File: config.mk
export PLATFORM = sky130hd
export DESIGN_NAME = lab2_proc_mem_arbiter
export DESIGN_NICKNAME = d
export VERILOG_FILES = /design/src/rtl/lab2_proc_mem_arb_pkg.sv /design/src/rtl/lab2_proc_mem_arb_tracker.sv /design/src/rtl/lab2_proc_mem_arbiter.sv
export SDC_FILE = /design/constraint.sdc
export NUM_CORES = 1
export LEC_CHECK = 0
export BUFFER_PORTS_ARGS = -buffer_cell sky130_fd_sc_hd__buf_2
export CORE_AREA = 8 8 146 148
export DETAILED_ROUTE_END_ITERATION = 7
export DIE_AREA = 0 0 154 156
export PLACE_DENSITY = 0.54
export REMOVE_ABC_BUFFERS = 1
export SETUP_SLACK_MARGIN = 0.4
export SLEW_MARGIN = 40
export SYNTH_ARGS = -nofsm -noshare
export SYNTH_HDL_FRONTEND = slang
export SYNTH_SLANG_ARGS = --single-unit
File: constraint.sdc
create_clock -name clk -period 5.4 [get_ports clk]
set_input_delay 0.27 -clock clk [delete_from_list [all_inputs] [get_ports clk]]
set_output_delay 0.27 -clock clk [all_outputs]
set_load 0.02 [all_outputs]
File: src/rtl/lab2_proc_mem_arb_pkg.sv
// Shared types for the processor imem/dmem-to-memory arbiter: port ids and
// the 4-byte memory request/response message formats.
package lab2_proc_mem_arb_pkg;

    typedef logic arb_port_t;

    localparam arb_port_t PORT_IMEM = 1'b0;
    localparam arb_port_t PORT_DMEM = 1'b1;

    localparam logic [2:0] MEM_TYPE_READ  = 3'd0;
    localparam logic [2:0] MEM_TYPE_WRITE = 3'd1;

    typedef struct packed {
        logic [7:0]  opaque;
        logic [2:0]  type_;
        logic [31:0] addr;
        logic [1:0]  len;
        logic [31:0] data;
    } mem_req_4B_t;

    typedef struct packed {
        logic [7:0]  opaque;
        logic [2:0]  type_;
        logic [1:0]  test;
        logic [1:0]  len;
        logic [31:0] data;
    } mem_resp_4B_t;

    function automatic arb_port_t other_port(input arb_port_t p);
        return ~p;
    endfunction

endpackage

File: src/rtl/lab2_proc_mem_arb_tracker.sv
// In-order FIFO of source port ids for requests issued to memory but not yet
// answered; the head id steers the next memory response.
module lab2_proc_mem_arb_tracker
    import lab2_proc_mem_arb_pkg::*;
#(
    parameter int unsigned p_depth = 4
) (
    input  logic                     clk,
    input  logic                     reset,
    input  logic                     enq_i,
    input  arb_port_t                enq_id_i,
    input  logic                     deq_i,
    output logic                     full_o,
    output logic                     empty_o,
    output arb_port_t                head_o,
    output logic [$clog2(p_depth):0] count_o
);

    localparam int unsigned AW       = $clog2(p_depth);
    localparam logic [AW:0] FULL_CNT = (AW+1)'(p_depth);

    logic [p_depth-1:0] ids_q, ids_d;
    logic [AW-1:0]      wr_ptr_q, wr_ptr_d;
    logic [AW-1:0]      rd_ptr_q, rd_ptr_d;
    logic [AW:0]        count_q, count_d;
    logic               do_enq, do_deq;

    assign full_o  = (count_q == FULL_CNT);
    assign empty_o = (count_q == '0);
    assign head_o  = ids_q[rd_ptr_q];
    assign count_o = count_q;

    // Guarded so the count can never leave [0, p_depth] even on misuse.
    assign do_enq = enq_i & ~full_o;
    assign do_deq = deq_i & ~empty_o;

    always_comb begin
        ids_d    = ids_q;
        wr_ptr_d = wr_ptr_q;
        rd_ptr_d = rd_ptr_q;
        count_d  = count_q;
        if (do_enq) begin
            ids_d[wr_ptr_q] = enq_id_i;
            wr_ptr_d        = wr_ptr_q + AW'(1);
        end
        if (do_deq) begin
            rd_ptr_d = rd_ptr_q + AW'(1);
        end
        if (do_enq && !do_deq) begin
            count_d = count_q + (AW+1)'(1);
        end else if (!do_enq && do_deq) begin
            count_d = count_q - (AW+1)'(1);
        end
    end

    always_ff @(posedge clk or posedge reset) begin
        if (reset) begin
            ids_q    <= '0;
            wr_ptr_q <= '0;
            rd_ptr_q <= '0;
            count_q  <= '0;
        end else begin
            ids_q    <= ids_d;
            wr_ptr_q <= wr_ptr_d;
            rd_ptr_q <= rd_ptr_d;
            count_q  <= count_d;
        end
    end

endmodule

File: src/rtl/lab2_proc_mem_arbiter.sv
// Round-robin merge of the processor imem/dmem request streams onto one memory
// port, with in-order routing of memory responses back to their source.
module lab2_proc_mem_arbiter
    import lab2_proc_mem_arb_pkg::*;
#(
    parameter int unsigned p_max_inflight = 4
) (
    input  logic                            clk,
    input  logic                            reset,

    input  mem_req_4B_t                     imem_reqstream_msg,
    input  logic                            imem_reqstream_val,
    output logic                            imem_reqstream_rdy,
    output mem_resp_4B_t                    imem_respstream_msg,
    output logic                            imem_respstream_val,
    input  logic                            imem_respstream_rdy,

    input  mem_req_4B_t                     dmem_reqstream_msg,
    input  logic                            dmem_reqstream_val,
    output logic                            dmem_reqstream_rdy,
    output mem_resp_4B_t                    dmem_respstream_msg,
    output logic                            dmem_respstream_val,
    input  logic                            dmem_respstream_rdy,

    output mem_req_4B_t                     mem_reqstream_msg,
    output logic                            mem_reqstream_val,
    input  logic                            mem_reqstream_rdy,
    input  mem_resp_4B_t                    mem_respstream_msg,
    input  logic                            mem_respstream_val,
    output logic                            mem_respstream_rdy,

    output logic [$clog2(p_max_inflight):0] num_inflight
);

    logic      rst_dly_q;
    arb_port_t prio_q, prio_d;

    logic      trk_full, trk_empty;
    arb_port_t trk_head;

    logic      active;
    logic      prio_val;
    arb_port_t grant;
    logic      can_issue_any;
    logic      req_fire;
    logic      resp_route;
    logic      resp_fire;

    // Held high by reset and for one cycle after release; gates every handshake.
    always_ff @(posedge clk or posedge reset) begin
        if (reset) begin
            rst_dly_q <= 1'b1;
        end else begin
            rst_dly_q <= 1'b0;
        end
    end

    assign active = ~rst_dly_q;

    assign prio_val = (prio_q == PORT_DMEM) ? dmem_reqstream_val : imem_reqstream_val;
    assign grant    = prio_val ? prio_q : other_port(prio_q);

    assign can_issue_any     = active & ~trk_full;
    assign mem_reqstream_val = can_issue_any & (imem_reqstream_val | dmem_reqstream_val);
    assign mem_reqstream_msg = (grant == PORT_DMEM) ? dmem_reqstream_msg : imem_reqstream_msg;

    assign imem_reqstream_rdy = can_issue_any & mem_reqstream_rdy & imem_reqstream_val
                              & (grant == PORT_IMEM);
    assign dmem_reqstream_rdy = can_issue_any & mem_reqstream_rdy & dmem_reqstream_val
                              & (grant == PORT_DMEM);

    assign req_fire = mem_reqstream_val & mem_reqstream_rdy;
    assign prio_d   = req_fire ? other_port(grant) : prio_q;

    always_ff @(posedge clk or posedge reset) begin
        if (reset) begin
            prio_q <= PORT_IMEM;
        end else begin
            prio_q <= prio_d;
        end
    end

    assign resp_route = active & ~trk_empty;

    assign imem_respstream_msg = mem_respstream_msg;
    assign dmem_respstream_msg = mem_respstream_msg;
    assign imem_respstream_val = resp_route & (trk_head == PORT_IMEM) & mem_respstream_val;
    assign dmem_respstream_val = resp_route & (trk_head == PORT_DMEM) & mem_respstream_val;
    assign mem_respstream_rdy  = resp_route & ((trk_head == PORT_DMEM) ? dmem_respstream_rdy
                                                                       : imem_respstream_rdy);

    assign resp_fire = mem_respstream_val & mem_respstream_rdy;

    lab2_proc_mem_arb_tracker #(
        .p_depth (p_max_inflight)
    ) u_tracker (
        .clk      (clk),
        .reset    (reset),
        .enq_i    (req_fire),
        .enq_id_i (grant),
        .deq_i    (resp_fire),
        .full_o   (trk_full),
        .empty_o  (trk_empty),
        .head_o   (trk_head),
        .count_o  (num_inflight)
    );

    always_ff @(posedge clk) begin
        if (!reset) begin
            assert (!(mem_respstream_val && trk_empty && active))
            else $error("lab2_proc_mem_arbiter: memory response with no request in flight");
        end
    end

endmodule
==> flow_summary.json <==
{
  "status": "finished clean",
  "crit_arrival_ps": 2550,
  "min_period_ps": 2820,
  "ff2ff_path_depth": 9,
  "hold_violations": 0,
  "fin_util_pct": 17.1,
  "synthesis.yosys.warnings": 0,
  "dpl_worst_slack_ps": 2680,
  "rsz0062_at_grt": "false",
  "crit_path_max_fanout": 50,
  "grt_overflow": 0,
  "total_leakage_power_nw": 1.67,
  "grt_pass1_vias": 2799,
  "hpwl_um": 16600,
  "clkSinkCount": 13,
  "finClkSkew_ps": 3.72,
  "synthXorXnorAreaFrac_pct": 1.84,
  "wl_met2_um": 7030,
  "pin_count": 389,
  "ys_async_sr_fraction_pct": 100,
  "synth_adder_area_share_pct": 3.47,
  "cts_buffers": 3,
  "grt_pass1_wl_um": 23400,
  "fp.coreArea_um2": 19100,
  "drc": 0,
  "ys_seq_area_share_pct": 13.7,
  "timing.fmax_ghz": 0.355,
  "crit_type": "reg -> out",
  "synthMuxAreaShare_pct": 38.3,
  "chipHeight_um": 156,
  "startpoint": "prio_q",
  "totalWireLength_um": 17900,
  "dr.first_iter.drc_count": 74,
  "antenna_left": 0,
  "insertion_delay_ps": 240,
  "area_growth_pct": 37.2,
  "die_area_um2": 24000,
  "syn_inst": 252,
  "start_util_pct": 12.5,
  "finalSetupTns_ps": 0,
  "worst_ir_drop_vdd_uv": 111,
  "firstDrtPassIters": 4,
  "diodes": 0,
  "drv_slew": 0,
  "crit-reg2reg-launch": "u_tracker.count_o[0]",
  "setup_violations": 0,
  "fin_nets": 617,
  "hold_buffers": 0,
  "drive_gt1_share_pct": 64.6,
  "cap_violations": 0,
  "m1WireLength_um": 6310,
  "antenna_found_initial": 5,
  "topRoutingLayerUsed": "met5",
  "finalCritPeriodShare_pct": 52.2,
  "yosys.area_share.simple_pct": 5.46,
  "synth_ff_type": "dfrtp_1",
  "crit_path_end_kind": "primary output",
  "cts_setup_buffers": 0,
  "synth_cell_type_count": 33,
  "die_x_um": 154,
  "total_power_mw": 1.30,
  "final_common_cell": "buf_2",
  "row_count": 51,
  "synth_top_family_by_area": "multiplexers",
  "cts_tree": "done",
  "cp-start-kind": "flip-flop",
  "yosys_register_bits": 13,
  "wl_per_cell_um": 28.0,
  "hp-class": "in -> async",
  "synth_edf_count": 0,
  "gp_congestion": 0.849,
  "clkTransAtPathRegs_ps": 50,
  "syn_avg_cell_area_um2": 9.45,
  "port_buffers": 247,
  "viasPerCell": 3.82,
  "htreeDepth": 1,
  "grt_max_degree": 51,
  "vias": 2438,
  "cts_resized": 0,
  "synth_compound_gate_area_share_pct": 4.15,
  "powerDensity_nw_per_um2": 398,
  "tightest_slew_ps": 735,
  "cts_root_buf": "clkbuf_16",
  "track_usage_pct": 14.0,
  "netlist_area_um2": 2380,
  "layout_common_cells": "buf_2 (247), mux2_1 (78), dfrtp_1 (12)",
  "slew_headroom_pct": 50.9,
  "cts_max_path_buffers": 2,
  "crit_required_ps": 5130,
  "wl_met3_um": 4330,
  "timing.final.ws_setup_ps": 2580
}
[cell type report]
class / instances / area [um^2]
Inverter: 7 / 26.3
Clock buffer: 4 / 78.8
Tap cell: 238 / 298
Fill cell: 2155 / 15800
Multi-Input combinational cell: 128 / 1290
Timing Repair Buffer: 249 / 1250
Sequential cell: 13 / 327
[sequential cells by signal (all words and copies together), names as in the netlist]
register	count
prio_q	1
u_tracker.count_o	3
u_tracker.wr_ptr_q	2
u_tracker.rd_ptr_q	2
rst_dly_q	1
u_tracker.ids_q	4
[cell families after synthesis]
group	Yosys count
buffers and inverters	111
muxes	80
and+or+nand+nor	21
AOI/OAI and AO/OA	15
DFF	13
adders and majority gates	6
xor gates and xnor gates	5
other	1
[path summary, 6_finish.rpt]
path	to	slack, ps
worst min register to register	u_tracker.rd_ptr_q[1]	510
min in group clk	prio_q	290
worst max register to register	u_tracker.count_o[2]	2630
worst max-delay path	mem_reqstream_msg[49]	2580
max in group asynchronous	rst_dly_q	4990
worst min-delay path	u_tracker.ids_q[1]	50
[synthesized netlist by cell type, types with 2 or more instances]
cell	instances	share of area, %
a31oi_1	8	2.1
mux2_1	78	37
xor2_1	3	1.1
buf_2	6	1.3
ha_1	5	2.6
dfrtp_1	12	13
clkbuf_1	2	0.32
nor2b_1	3	0.79
xnor2_1	2	0.74
inv_1	7	1.1
a211oi_1	2	0.63
a21oi_1	2	0.42
nor2_1	6	0.95
nor3_1	2	0.42
buf_4	96	30
[power breakdown]
part           switching [mW]  internal, mW
Clock                  0.0396        0.0995
Combinational           0.590         0.375
Sequential             0.0514         0.146
Total                   0.681         0.620
[per-stage QoR]
stage / hold WS (ps) / instance area (um^2) / instances
after global placement: 331 / 3180 / 635
after global routing: 113 / 3270 / 639
final: 54.4 / 3270 / 639
after detailed placement: 331 / 3190 / 635
after CTS: 81.6 / 3270 / 639
after floorplan: 146 / 1620 / 148
[worst max-delay path, stage by stage (launching register included)]
cell     delay, ps
dfrtp_1        430
nor2_1         100
a21oi_4        130
buf_4          390
buf_4          600
mux2_1         440
buf_2          180
[per-layer routing]
metal	track usage [%]	vias up
met4	0.887	8
met5	4.53	-
met2	19.2	311
li1	-	1066
met3	15.4	18
met1	14.5	1035
Power figures use the tool's default switching activity.
